## config.mk

```make
export PLATFORM = sky130hd
export DESIGN_NAME = seg7_scan_counter
export DESIGN_NICKNAME = d
export VERILOG_FILES = /design/src/rtl/seg7_pkg.sv /design/src/rtl/seg7_decode.sv /design/src/rtl/seg7_scan_counter.sv
export SDC_FILE = /design/constraint.sdc
export NUM_CORES = 1
export LEC_CHECK = 0
export ABC_CLOCK_PERIOD_IN_PS = 4000
export CAP_MARGIN = 0
export CORE_MARGIN = 3
export CORE_UTILIZATION = 59
export CTS_CLUSTER_SIZE = 20
export DETAILED_ROUTE_END_ITERATION = 10
export PLACE_DENSITY = 0.85
export SLEW_MARGIN = 0
export SYNTH_ARGS = -nofsm -noshare
export SYNTH_HDL_FRONTEND = slang
export SYNTH_SLANG_ARGS = --single-unit
```

## constraint.sdc

```tcl
create_clock -name clk -period 4 [get_ports clk]
set_input_delay 1 -clock clk [delete_from_list [all_inputs] [get_ports clk]]
set_output_delay 1 -clock clk [all_outputs]
set_load 0.02 [all_outputs]
```

## src/rtl/seg7_pkg.sv

```systemverilog
// Shared constants for the seven-segment scan counter: active-low segment
// patterns ordered {g,f,e,d,c,b,a}, the blank pattern and the all-off anode value.
package seg7_pkg;

  localparam logic [6:0] SEG_0     = 7'b1000000;
  localparam logic [6:0] SEG_1     = 7'b1111001;
  localparam logic [6:0] SEG_2     = 7'b0100100;
  localparam logic [6:0] SEG_3     = 7'b0110000;
  localparam logic [6:0] SEG_4     = 7'b0011001;
  localparam logic [6:0] SEG_5     = 7'b0010010;
  localparam logic [6:0] SEG_6     = 7'b0000010;
  localparam logic [6:0] SEG_7     = 7'b1111000;
  localparam logic [6:0] SEG_8     = 7'b0000000;
  localparam logic [6:0] SEG_9     = 7'b0010000;
  localparam logic [6:0] SEG_BLANK = 7'h7F;
  localparam logic [3:0] AN_OFF    = 4'b1111;

endpackage

```

## src/rtl/seg7_decode.sv

```systemverilog
// Combinational BCD digit to active-low seven-segment decoder.
module seg7_decode
  import seg7_pkg::*;
(
  input  logic [3:0] digit,
  output logic [6:0] seg
);

  // Non-BCD codes cannot occur; they show as blank.
  always_comb begin
    seg = SEG_BLANK;
    case (digit)
      4'd0:    seg = SEG_0;
      4'd1:    seg = SEG_1;
      4'd2:    seg = SEG_2;
      4'd3:    seg = SEG_3;
      4'd4:    seg = SEG_4;
      4'd5:    seg = SEG_5;
      4'd6:    seg = SEG_6;
      4'd7:    seg = SEG_7;
      4'd8:    seg = SEG_8;
      4'd9:    seg = SEG_9;
      default: seg = SEG_BLANK;
    endcase
  end

endmodule

```

## src/rtl/seg7_scan_counter.sv

```systemverilog
// Four-digit BCD event counter with multiplexed seven-segment display.
// The upstream divider output is resynchronised, edge-detected into a tick,
// and each tick advances the digit scan and a prescaled decimal count.
module seg7_scan_counter
  import seg7_pkg::*;
#(
  parameter int unsigned COUNT_DIV = 100
) (
  input  logic        clk,
  input  logic        rst,
  input  logic        slow,
  input  logic        en,
  input  logic        clr,
  output logic [3:0]  an,
  output logic [6:0]  seg,
  output logic [15:0] bcd,
  output logic        wrap
);

  localparam logic [9:0] PreMax = 10'(COUNT_DIV - 1);

  logic        s1_q, s2_q, s3_q;
  logic        tick;
  logic [1:0]  idx_q;
  logic [9:0]  pre_q, pre_d;
  logic [15:0] bcd_q, bcd_d, bcd_inc;
  logic        wrap_q, wrap_d;
  logic        carry;
  logic [3:0]  digit;
  logic [6:0]  digit_seg;
  logic        blank;
  logic [3:0]  an_q;
  logic [6:0]  seg_q;

  assign tick = s2_q & ~s3_q;

  // Two-flop synchroniser followed by an edge-detect flop.
  always_ff @(posedge clk or posedge rst) begin
    if (rst) begin
      s1_q <= 1'b0;
      s2_q <= 1'b0;
      s3_q <= 1'b0;
    end else begin
      s1_q <= slow;
      s2_q <= s1_q;
      s3_q <= s2_q;
    end
  end

  // Scan index advances on every tick regardless of en/clr.
  always_ff @(posedge clk or posedge rst) begin
    if (rst) begin
      idx_q <= 2'd0;
    end else if (tick) begin
      idx_q <= idx_q + 2'd1;
    end
  end

  // Decimal ripple increment, prescaler and clear; clr wins over counting.
  always_comb begin
    pre_d   = pre_q;
    bcd_d   = bcd_q;
    wrap_d  = 1'b0;
    bcd_inc = bcd_q;
    carry   = 1'b1;
    for (int i = 0; i < 4; i++) begin
      if (carry) begin
        if (bcd_q[4*i +: 4] == 4'd9) begin
          bcd_inc[4*i +: 4] = 4'd0;
        end else begin
          bcd_inc[4*i +: 4] = bcd_q[4*i +: 4] + 4'd1;
          carry             = 1'b0;
        end
      end
    end
    if (clr) begin
      pre_d = 10'd0;
      bcd_d = 16'h0000;
    end else if (en && tick) begin
      if (pre_q == PreMax) begin
        pre_d  = 10'd0;
        bcd_d  = bcd_inc;
        // Carry out of digit 3 means 9999 rolled to 0000.
        wrap_d = carry;
      end else begin
        pre_d = pre_q + 10'd1;
      end
    end
  end

  // Count state registers.
  always_ff @(posedge clk or posedge rst) begin
    if (rst) begin
      pre_q  <= 10'd0;
      bcd_q  <= 16'h0000;
      wrap_q <= 1'b0;
    end else begin
      pre_q  <= pre_d;
      bcd_q  <= bcd_d;
      wrap_q <= wrap_d;
    end
  end

  assign digit = bcd_q[{idx_q, 2'b00} +: 4];

  seg7_decode u_decode (
    .digit (digit),
    .seg   (digit_seg)
  );

  // Leading-zero blanking: a digit blanks when it and all higher digits are zero.
  always_comb begin
    blank = 1'b0;
    case (idx_q)
      2'd1:    blank = (bcd_q[15:4] == 12'd0);
      2'd2:    blank = (bcd_q[15:8] == 8'd0);
      2'd3:    blank = (bcd_q[15:12] == 4'd0);
      default: blank = 1'b0;
    endcase
  end

  // Display output registers, one cycle behind idx/bcd.
  always_ff @(posedge clk or posedge rst) begin
    if (rst) begin
      an_q  <= AN_OFF;
      seg_q <= SEG_BLANK;
    end else begin
      an_q  <= ~(4'b0001 << idx_q);
      seg_q <= blank ? SEG_BLANK : digit_seg;
    end
  end

  assign an   = an_q;
  assign seg  = seg_q;
  assign bcd  = bcd_q;
  assign wrap = wrap_q;

endmodule

```

After elaboration in Yosys (flattened, before gate mapping)
Memory sizes are Yosys's and may differ from the RTL's.
Index checks and enable logic that the tools add are counted.
- flip-flop bits (word level): 43
- bits in read-only memories: 112
- memories: 1
- memories (memory ; depth ; bits a word ; read ports ; clocked after memory_dff ; wr ports ; line ; RTL):
    (no name shown) ; 16 ; 7 ; 1 ; 0 ; 0 ; seg7_decode.sv:12 ; case (digit)
- add/subtract/negate cells: 6
- equality and inequality tests: 8
- shift-type cells: 2
- multiplexer cells: 25
- bitwise operators: 3
- reductions and logical operators: 13
- operators with widths (cell ; count):
    $mux W16 ; 3
    $mux W10 ; 3
    $mux W4 ; 7
    $add A4 B1 Y4 const B ; 4
    $eq A4 B4 Y1 const B ; 4
    $shiftx A16 B5 Y4 ; 1
    $logic_not A12 Y1 ; 1
    $add A10 B1 Y10 const B ; 1
    $eq A10 B7 Y1 const B ; 1
    $mux W1 ; 10
    $reduce_bool A2 Y1 ; 5
    $reduce_and A3 Y1 ; 3
    $logic_not A8 Y1 ; 1
    $mux W7 ; 1
    $eq A2 B2 Y1 const B ; 2
    $logic_not A4 Y1 ; 1
    $not A4 Y4 ; 1
    $shl A1 B2 Y4 const A ; 1
    $pmux W1 S3 ; 1
    $add A2 B1 Y2 const B ; 1
    $eq A2 B1 Y1 const B ; 1
    $reduce_and A2 Y1 ; 1
    $and A1 B1 Y1 ; 1
    $logic_and A1 B1 Y1 ; 1
    $not A1 Y1 ; 1

Logic depth before layout (Yosys ltp)
Gate-level depths: netlist of run 1.
- depth in word-level cells: 8
- depth in mapped cells: 7

Cells and area by module
Synthesis of run 1 repeated with hierarchy kept, for this count alone.
- cell total of the unflattened synthesis: 246
- area total of the unflattened synthesis: 2497.4 um2
- modules (own cells, without submodules) (module ; times used ; cells an instance ; area an instance (um2) ; seq. area each (um2)):
    seg7_scan_counter ; 1 ; 213 ; 2287.2 ; 1089.8
    seg7_decode ; 1 ; 33 ; 210.2 ; 0.0

Worst setup path after synthesis of run 1
OpenSTA, ideal clock, no wires.
- kind: input to register
- start: in en
- end: reg bcd_q[13], in the netlist bcd[13]
- setup time: 0.078 ns
- arrival time: 2.102 ns
- required time: 3.922 ns
- slack: 1.820 ns
- stages on the path: 5
- path buffers: 1
- path through: and3b_1 > buf_2 > nand4_1 > or4_1 > a21oi_1
- word-level cells in the longest chain between the ends: 3
- RTL lines (what ; line ; RTL):
    from (decl) ; seg7_scan_counter.sv:12 ; input logic en,
    $logic_and A1 B1 Y1 ; seg7_scan_counter.sv:79 ; end else if (en && tick) begin
    $reduce_bool A2 Y1 (no source line) ; n/a ;
    $reduce_and A3 Y1 (no source line) ; n/a ;
    to (signal assigned) ; seg7_scan_counter.sv:95 ; bcd_q <= 16'h0000;
    to (signal assigned) ; seg7_scan_counter.sv:99 ; bcd_q <= bcd_d;
    to (decl) ; seg7_scan_counter.sv:26 ; logic [15:0] bcd_q, bcd_d, bcd_inc;
No other way between the ends.
A chain may end at the register's enable or synchronous reset.

Worst setup path in the final report of run 1
- start: in en
- end: reg bcd_q[11], in the netlist bcd[11]
The elaborated chain is that of the path after synthesis.

==> results of run 1 <==
cell usage after synthesis, types with 5 or more instances:
library cell / n / area [µm²]
or3_1: 8 / 50.1
o21ai_0: 17 / 85.1
ha_1: 16 / 200
nand3_1: 7 / 35.0
a31oi_1: 5 / 31.3
o21ai_1: 6 / 30.0
a21oi_1: 23 / 115
nor2b_1: 7 / 43.8
o31ai_1: 5 / 37.5
buf_2: 5 / 25.0
nand2_1: 12 / 45.0
nor2_1: 10 / 37.5
nor3_1: 7 / 35.0
inv_1: 16 / 60.1
dfrtp_1: 32 / 801
nand2b_1: 5 / 31.3
dfstp_2: 11 / 289
or4_1: 8 / 60.1
registers in the layout (all words and copies together) (netlist names):
| signal | flops |
|---|---|
| an | 4 |
| bcd | 16 |
| idx_q | 2 |
| pre_q | 10 |
| s1_q | 1 |
| s2_q | 1 |
| s3_q | 1 |
| seg | 7 |
| wrap | 1 |
report_power, final:
group	internal, mW	switching [mW]	leakage [nW]
sequential	0.532	0.0491	0.551
combinational	0.151	0.164	0.580
clock	0.125	0.158	0.0443
worst max-delay path, delay by kind of cell:
kind | cells | cell delay [ns]
buffers and inverters | 1 | 0.49
AO/OA/AOI/OAI | 1 | 0.17
AND/OR/NAND/NOR | 3 | 1.43
layout make-up:
cell class,count,share of cell area
clock inverter,3,0.00855
clock buffer,5,0.0235
sequential,43,0.372
tap,48,0.0205
inverter,17,0.0218
timing repair buffer,34,0.115
multi-input combinational,180,0.439
logic make-up after synthesis:
group / after synthesis / synth area share
XOR/XNOR: 7 / 0.0246
AO/OA/AOI/OAI: 63 / 0.145
adder cells (fa/ha/maj): 16 / 0.0804
buffers and inverters: 27 / 0.0462
AND/OR/NAND/NOR: 89 / 0.226
flip-flops: 43 / 0.438
multiplexers: 5 / 0.0407
layer usage:
layer,vias up,GRT usage,part of all wire
met5,-,0,0
met4,0,0.0710,0.018
li1,969,-,-
met3,12,0.0469,0.056
met1,994,0.328,0.44
met2,81,0.373,0.48
how the worst max path moves through the flow:
stage | startpoint | end | slack [ns] | depth (start not counted)
3_3_place_gp | en | bcd[12] | 0.91 | 5
4_1_cts | en | bcd[11] | 1.13 | 5
2_1_floorplan | en | bcd[13] | 1.82 | 5
5_1_grt | en | bcd[11] | 0.95 | 5
3_5_place_dp | en | bcd[11] | 0.82 | 5
6_report | en | bcd[11] | 1.13 | 5
cells in the final DEF, fill, tap and decap left out, types with 5 or more instances in the layout:
cell,n
clkbuf_8,5
o21ai_1,6
a21oi_1,23
nor2b_1,7
nand3_1,7
or4_1,8
nand2b_1,5
dfstp_2,11
nor2_1,10
clkdlybuf4s50_1,32
nor3_1,7
ha_1,16
nand2_1,12
o21ai_0,17
inv_1,16
dfrtp_1,32
or3_1,8
a31oi_1,5
o31ai_1,5
==> results.sh, run 1 <==
export IMPL_status="finished, final reports clean"
export IMPL_min_delay_worst_endpoint="s2_q"
export IMPL_num_antenna_cells=0
export IMPL_postCtsResizedCells=0
export IMPL_min_delay_path_depth=0
export IMPL_routed_via_density=6.23
export IMPL_max_freq_mhz=348
export IMPL_dp_cells=322
export IMPL_first_iter_violations=184
export IMPL_syn_num_nets=271
export IMPL_finalCoreUtilization=0.760
export IMPL_gp_congestion=0.886
export IMPL_regArea_um2=1090
export IMPL_finalCritPeriodShare=0.718
export IMPL_setup_violations=0
export IMPL_grt_overflow=0
export IMPL_crit_required_ns=4.23
export IMPL_routedWlPerCell_um=16.3
export IMPL_pre_cts_slack_ns=0.816
export IMPL_arrival_ns=3.10
export IMPL_worstMarginPinSlew_ns=0.533
export IMPL_grt_pass1_vias=1998
export IMPL_syn_to_final_growth_pct=17.6
export IMPL_ys_warn_count=0
export IMPL_hold_path_class="reg2reg"
export IMPL_remaining_drc_errors=0
export IMPL_instances_no_fill=330
export IMPL_hold_viol=0
export IMPL_ys_seq_area_frac=0.438
export IMPL_slew_headroom=0.645
export IMPL_grt_pass1_wl_mm=9.49
export IMPL_synth_area_per_cell_um2=9.96
export IMPL_place_area_um2=2830
export IMPL_ios=33
export IMPL_hpwl_mm=3.81
export IMPL_cts_root_buf="clkbuf_8"
export IMPL_start_util=0.646
export IMPL_reg2reg_from="pre_q[0]"
export IMPL_grt_max_degree=44
export IMPL_die_area_um2=5040
export IMPL_htree_num_levels=2
export IMPL_drive_above_1_share=0.113
export IMPL_path_class="in2reg"
export IMPL_numClockSinks=43
export IMPL_fin_skew_ns=0.00820
export IMPL_hold_path_startpoint="s1_q"
export IMPL_maxCapViolations=0
export IMPL_synth_seq_cells=43
export IMPL_clk_pin_slew_ns=0.09
export IMPL_rsz0062_at_grt="no"
export IMPL_fill_cells=272
export IMPL_syn_instance_count=250
export IMPL_fin_area_um2=2930
export IMPL_num_rows=22
export IMPL_report_final_slew_viol_count=0
export IMPL_rrSetupSlack_ns=1.70
export IMPL_hold_buffers=0
export IMPL_portBuffers=32
export IMPL_multi_input_area_um2=1280
export IMPL_die_x_um=71.0
export IMPL_power_leakage_nw=1.17
export IMPL_async_flop_share=1.00
export IMPL_syn_cell_area_um2=2490
export IMPL_setup_ws_ns=1.13
export IMPL_wirelength_mm=5.39
export IMPL_path_cells="clkdlybuf4s50_1 -> and3b_1 -> nand4_2 -> or4_1 -> a21oi_1"
export IMPL_cts_buffers=5
export IMPL_clk_path_buf_depth=2
export IMPL_max_stage_delay_ns=0.63
export IMPL_r2r_end="bcd[11]"
export IMPL_cts_setup_buffers=0
export IMPL_setup_tns_ns=0
export IMPL_finalPower_mw=1.18
export IMPL_ys_types=45
export IMPL_core_area_um2=3850
export IMPL_crit_slowest_cell="or4_1"
export IMPL_dr_pass1_iters=4
export IMPL_antenna_found_initial=0
export IMPL_r2r_cells=5
export IMPL_grt_usage=0.235
export IMPL_clk_latency_ns=0.31
export IMPL_final_antenna_net_count=0
export IMPL_end_kind="register"
export IMPL_synth_enable_flop_cells=0
export IMPL_synth_ff_type="dfrtp_1"
export IMPL_vdd_drop_max_uv=186
export IMPL_powerDensity_nw_per_um2=403
export IMPL_post_route_min_period_ns=2.87
export IMPL_cts_tree="yes"
export IMPL_startpoint_type="input port"
export IMPL_path_max_fanout=18
export IMPL_holdWs_ns=0.369
export IMPL_die_y_um=71.0
export IMPL_vias=2056
export IMPL_nNetsFinal=302
Power figures use the tool's default switching activity.
==> inputs of run 2 (changes only) <==
--- a/config.mk
+++ b/config.mk
@@ -5,13 +5,13 @@
 export SDC_FILE = /design/constraint.sdc
 export NUM_CORES = 1
 export LEC_CHECK = 0
-export ABC_CLOCK_PERIOD_IN_PS = 4000
+export ABC_CLOCK_PERIOD_IN_PS = 2900
 export CAP_MARGIN = 0
 export CORE_MARGIN = 3
-export CORE_UTILIZATION = 59
+export CORE_UTILIZATION = 55
 export CTS_CLUSTER_SIZE = 20
 export DETAILED_ROUTE_END_ITERATION = 10
-export PLACE_DENSITY = 0.85
+export PLACE_DENSITY = 0.8
 export SLEW_MARGIN = 0
 export SYNTH_ARGS = -nofsm -noshare
 export SYNTH_HDL_FRONTEND = slang
==> constraint.sdc (replaced) <==
create_clock -name clk -period 2.9 [get_ports clk]
set_input_delay 0.725 -clock clk [delete_from_list [all_inputs] [get_ports clk]]
set_output_delay 0.725 -clock clk [all_outputs]
set_load 0.02 [all_outputs]
==> run 2 against run 1 <==
  * Via count shrank 0.34%
  * Wire length down 0.74%
  * First-iteration DRC count decreased by 51%
  * Sequential power rose by 37%
  * Sequential cell count did not move
  * Final cell count grew 1.2%
  * Clock skew fell by 0.0035 ns
  * Combinational power rose by 41%
  * Hold slack worse by 0.010 ns
  * Register-to-register slack worse by 0.86 ns
  * Critical path depth is 1 higher
  * Count of clock-buffer cells in the layout unchanged
  * Critical endpoint is now bcd[9]
  * Largest power group unchanged
==> results.sh, run 2 (same netlist as run 1, synthesis figures left out) <==
export IMPL_postCtsResizedCells=0
export IMPL_largest_reg_flops=16
export IMPL_internal_power_mw=1.29
export IMPL_path_max_fanout=11
export IMPL_vias=2049
export IMPL_num_antenna_cells=0
export IMPL_clk_latency_ns=0.30
export IMPL_fin_skew_ns=0.00466
export IMPL_hold_buffers=0
export IMPL_finalCritPeriodShare=0.804
export IMPL_switching_share=0.285
export IMPL_path_cells="clkdlybuf4s50_1 -> and3b_1 -> nand4_2 -> buf_4 -> or3_1 -> a21oi_1"
export IMPL_grt_overflow=0
export IMPL_max_freq_mhz=429
export IMPL_cts_setup_buffers=0
export IMPL_crit_slowest_cell="clkdlybuf4s50_1"
export IMPL_final_cell_mix="32 x dfrtp_1, 32 x clkdlybuf4s50_1, 23 x a21oi_1, 17 x o21ai_0"
export IMPL_path_class="in2reg"
export IMPL_clk_pin_slew_ns=0.09
export IMPL_vdd_drop_max_uv=294
export IMPL_remaining_drc_errors=0
export IMPL_setup_violations=0
export IMPL_powerDensity_nw_per_um2=603
export IMPL_power_frac_comb=0.247
export IMPL_grt_max_degree=44
export IMPL_hold_path_class="reg2reg"
export IMPL_gp_congestion=0.807
export IMPL_critPathBufInv=2
export IMPL_drt_met1_wl_mm=2.37
export IMPL_post_route_min_period_ns=2.33
export IMPL_cts_root_buf="clkbuf_8"
export IMPL_path_depth=6
export IMPL_grt_pass1_vias=2047
export IMPL_syn_to_final_growth_pct=20.0
export IMPL_antenna_found_initial=0
export IMPL_slew_headroom=0.653
export IMPL_wirelength_mm=5.35
export IMPL_dr_pass1_iters=4
export IMPL_portBuffers=32
export IMPL_core_area_um2=4170
export IMPL_final_antenna_net_count=0
export IMPL_max_stage_delay_ns=0.52
export IMPL_worstMarginPinSlew_ns=0.521
export IMPL_report_final_slew_viol_count=0
export IMPL_rsz0062_at_grt="no"
export IMPL_setup_tns_ns=0
export IMPL_cts_tree="yes"
export IMPL_ios=33
export IMPL_top_layer="met4"
export IMPL_num_rows=23
export IMPL_dr_wl_met3_um=233
export IMPL_status="finished, final reports clean"
export IMPL_hold_viol=0
export IMPL_dr_wl_met2_mm=2.64
export IMPL_p_switching_mw=0.512
export IMPL_start_util=0.597
export IMPL_holdWs_ns=0.359
export IMPL_maxCapViolations=0
export IMPL_arrival_ns=2.56
export IMPL_first_iter_violations=90
export IMPL_crit_required_ns=3.13
export IMPL_die_y_um=73.3
export IMPL_pwr_share_clk=0.311
export IMPL_power_leakage_nw=1.20
export IMPL_fill_cells=324
export IMPL_routedWlPerCell_um=16.0
export IMPL_grt_pass1_wl_mm=9.29
export IMPL_p_seq_frac=0.443
export IMPL_end_kind="register"
export IMPL_routed_via_density=6.13
export IMPL_htree_num_levels=2
export IMPL_drive_above_1_share=0.120
export IMPL_die_x_um=73.3
export IMPL_dp_cells=326
export IMPL_die_area_um2=5370
export IMPL_nNetsFinal=304
export IMPL_min_delay_path_depth=0
export IMPL_startpoint_type="input port"
export IMPL_clk_path_buf_depth=2
export IMPL_cpLargestDelayFamily="simple AND/OR/NAND/NOR gates"
export IMPL_cts_buffers=5
export IMPL_numClockSinks=43
export IMPL_hpwl_mm=3.70
export IMPL_instances_no_fill=334
export IMPL_r2r_cells=6
export IMPL_grt_usage=0.221
[run 2: changes by cell type in the layout (fill, tap and decap cells not counted), sizes merged]
cell | before | now
buf | 2 | 4
bufinv | 0 | 2
clkinv | 2 | 0
[run 2: worst reg2reg max path: stages (launching register included)]
cell	delay [ns]
dfrtp_1	0.44
ha_1	0.27
and4bb_1	0.27
nand4_2	0.25
buf_4	0.25
or3_1	0.37
a21oi_1	0.14
[run 2: per-layer routing]
| metal | global-route usage | up-vias |
|---|---|---|
| met2 | 0.375 | 60 |
| met5 | 0 | - |
| met3 | 0.0342 | 12 |
| met4 | 0.0738 | 0 |
| met1 | 0.287 | 1001 |
| li1 | - | 976 |
[run 2: layout make-up]
cell class	instances	area, µm²	area share
multi-input cells	180	1280	0.430
clock buffers	5	68.8	0.0230
well taps	50	62.6	0.0209
repair buffers	36	350	0.117
flip-flops and latches	43	1090	0.365
clock inverters	3	67.6	0.0226
inverters	17	63.8	0.0214
[run 2: path summary, 6_finish.rpt]
kind	endpoint	slack [ns]	startpoint
worst min register to register	s2_q	0.36	s1_q
worst max register to register	bcd[9]	0.84	pre_q[0]
min in group asynchronous	idx_q[0]	0.86	rst
worst min-delay path	s2_q	0.36	s1_q
max in group asynchronous	seg[2]	1.67	rst
worst max-delay path	bcd[9]	0.57	en
[run 2: power by group through the flow]
stage	Clock, mW	Combinational, mW	Sequential, mW
4_1_cts	0.568	0.451	0.799
3_3_place_gp	0	0.440	0.806
5_1_grt	0.588	0.492	0.809
2_1_floorplan	0	0.207	0.870
3_5_place_dp	0	0.450	0.810
6_report	0.560	0.444	0.797
[run 2: per-stage QoR]
stage	worst slack (ns)	power, mW	util	area, µm²
global route	0.436	1.89	0.716	2990
floorplan	0.995	1.08	-	2490
detailed placement	0.301	1.26	0.683	2850
finish	0.570	1.80	0.716	2990
CTS	0.520	1.82	0.716	2990
global placement	0.330	1.25	0.683	2850
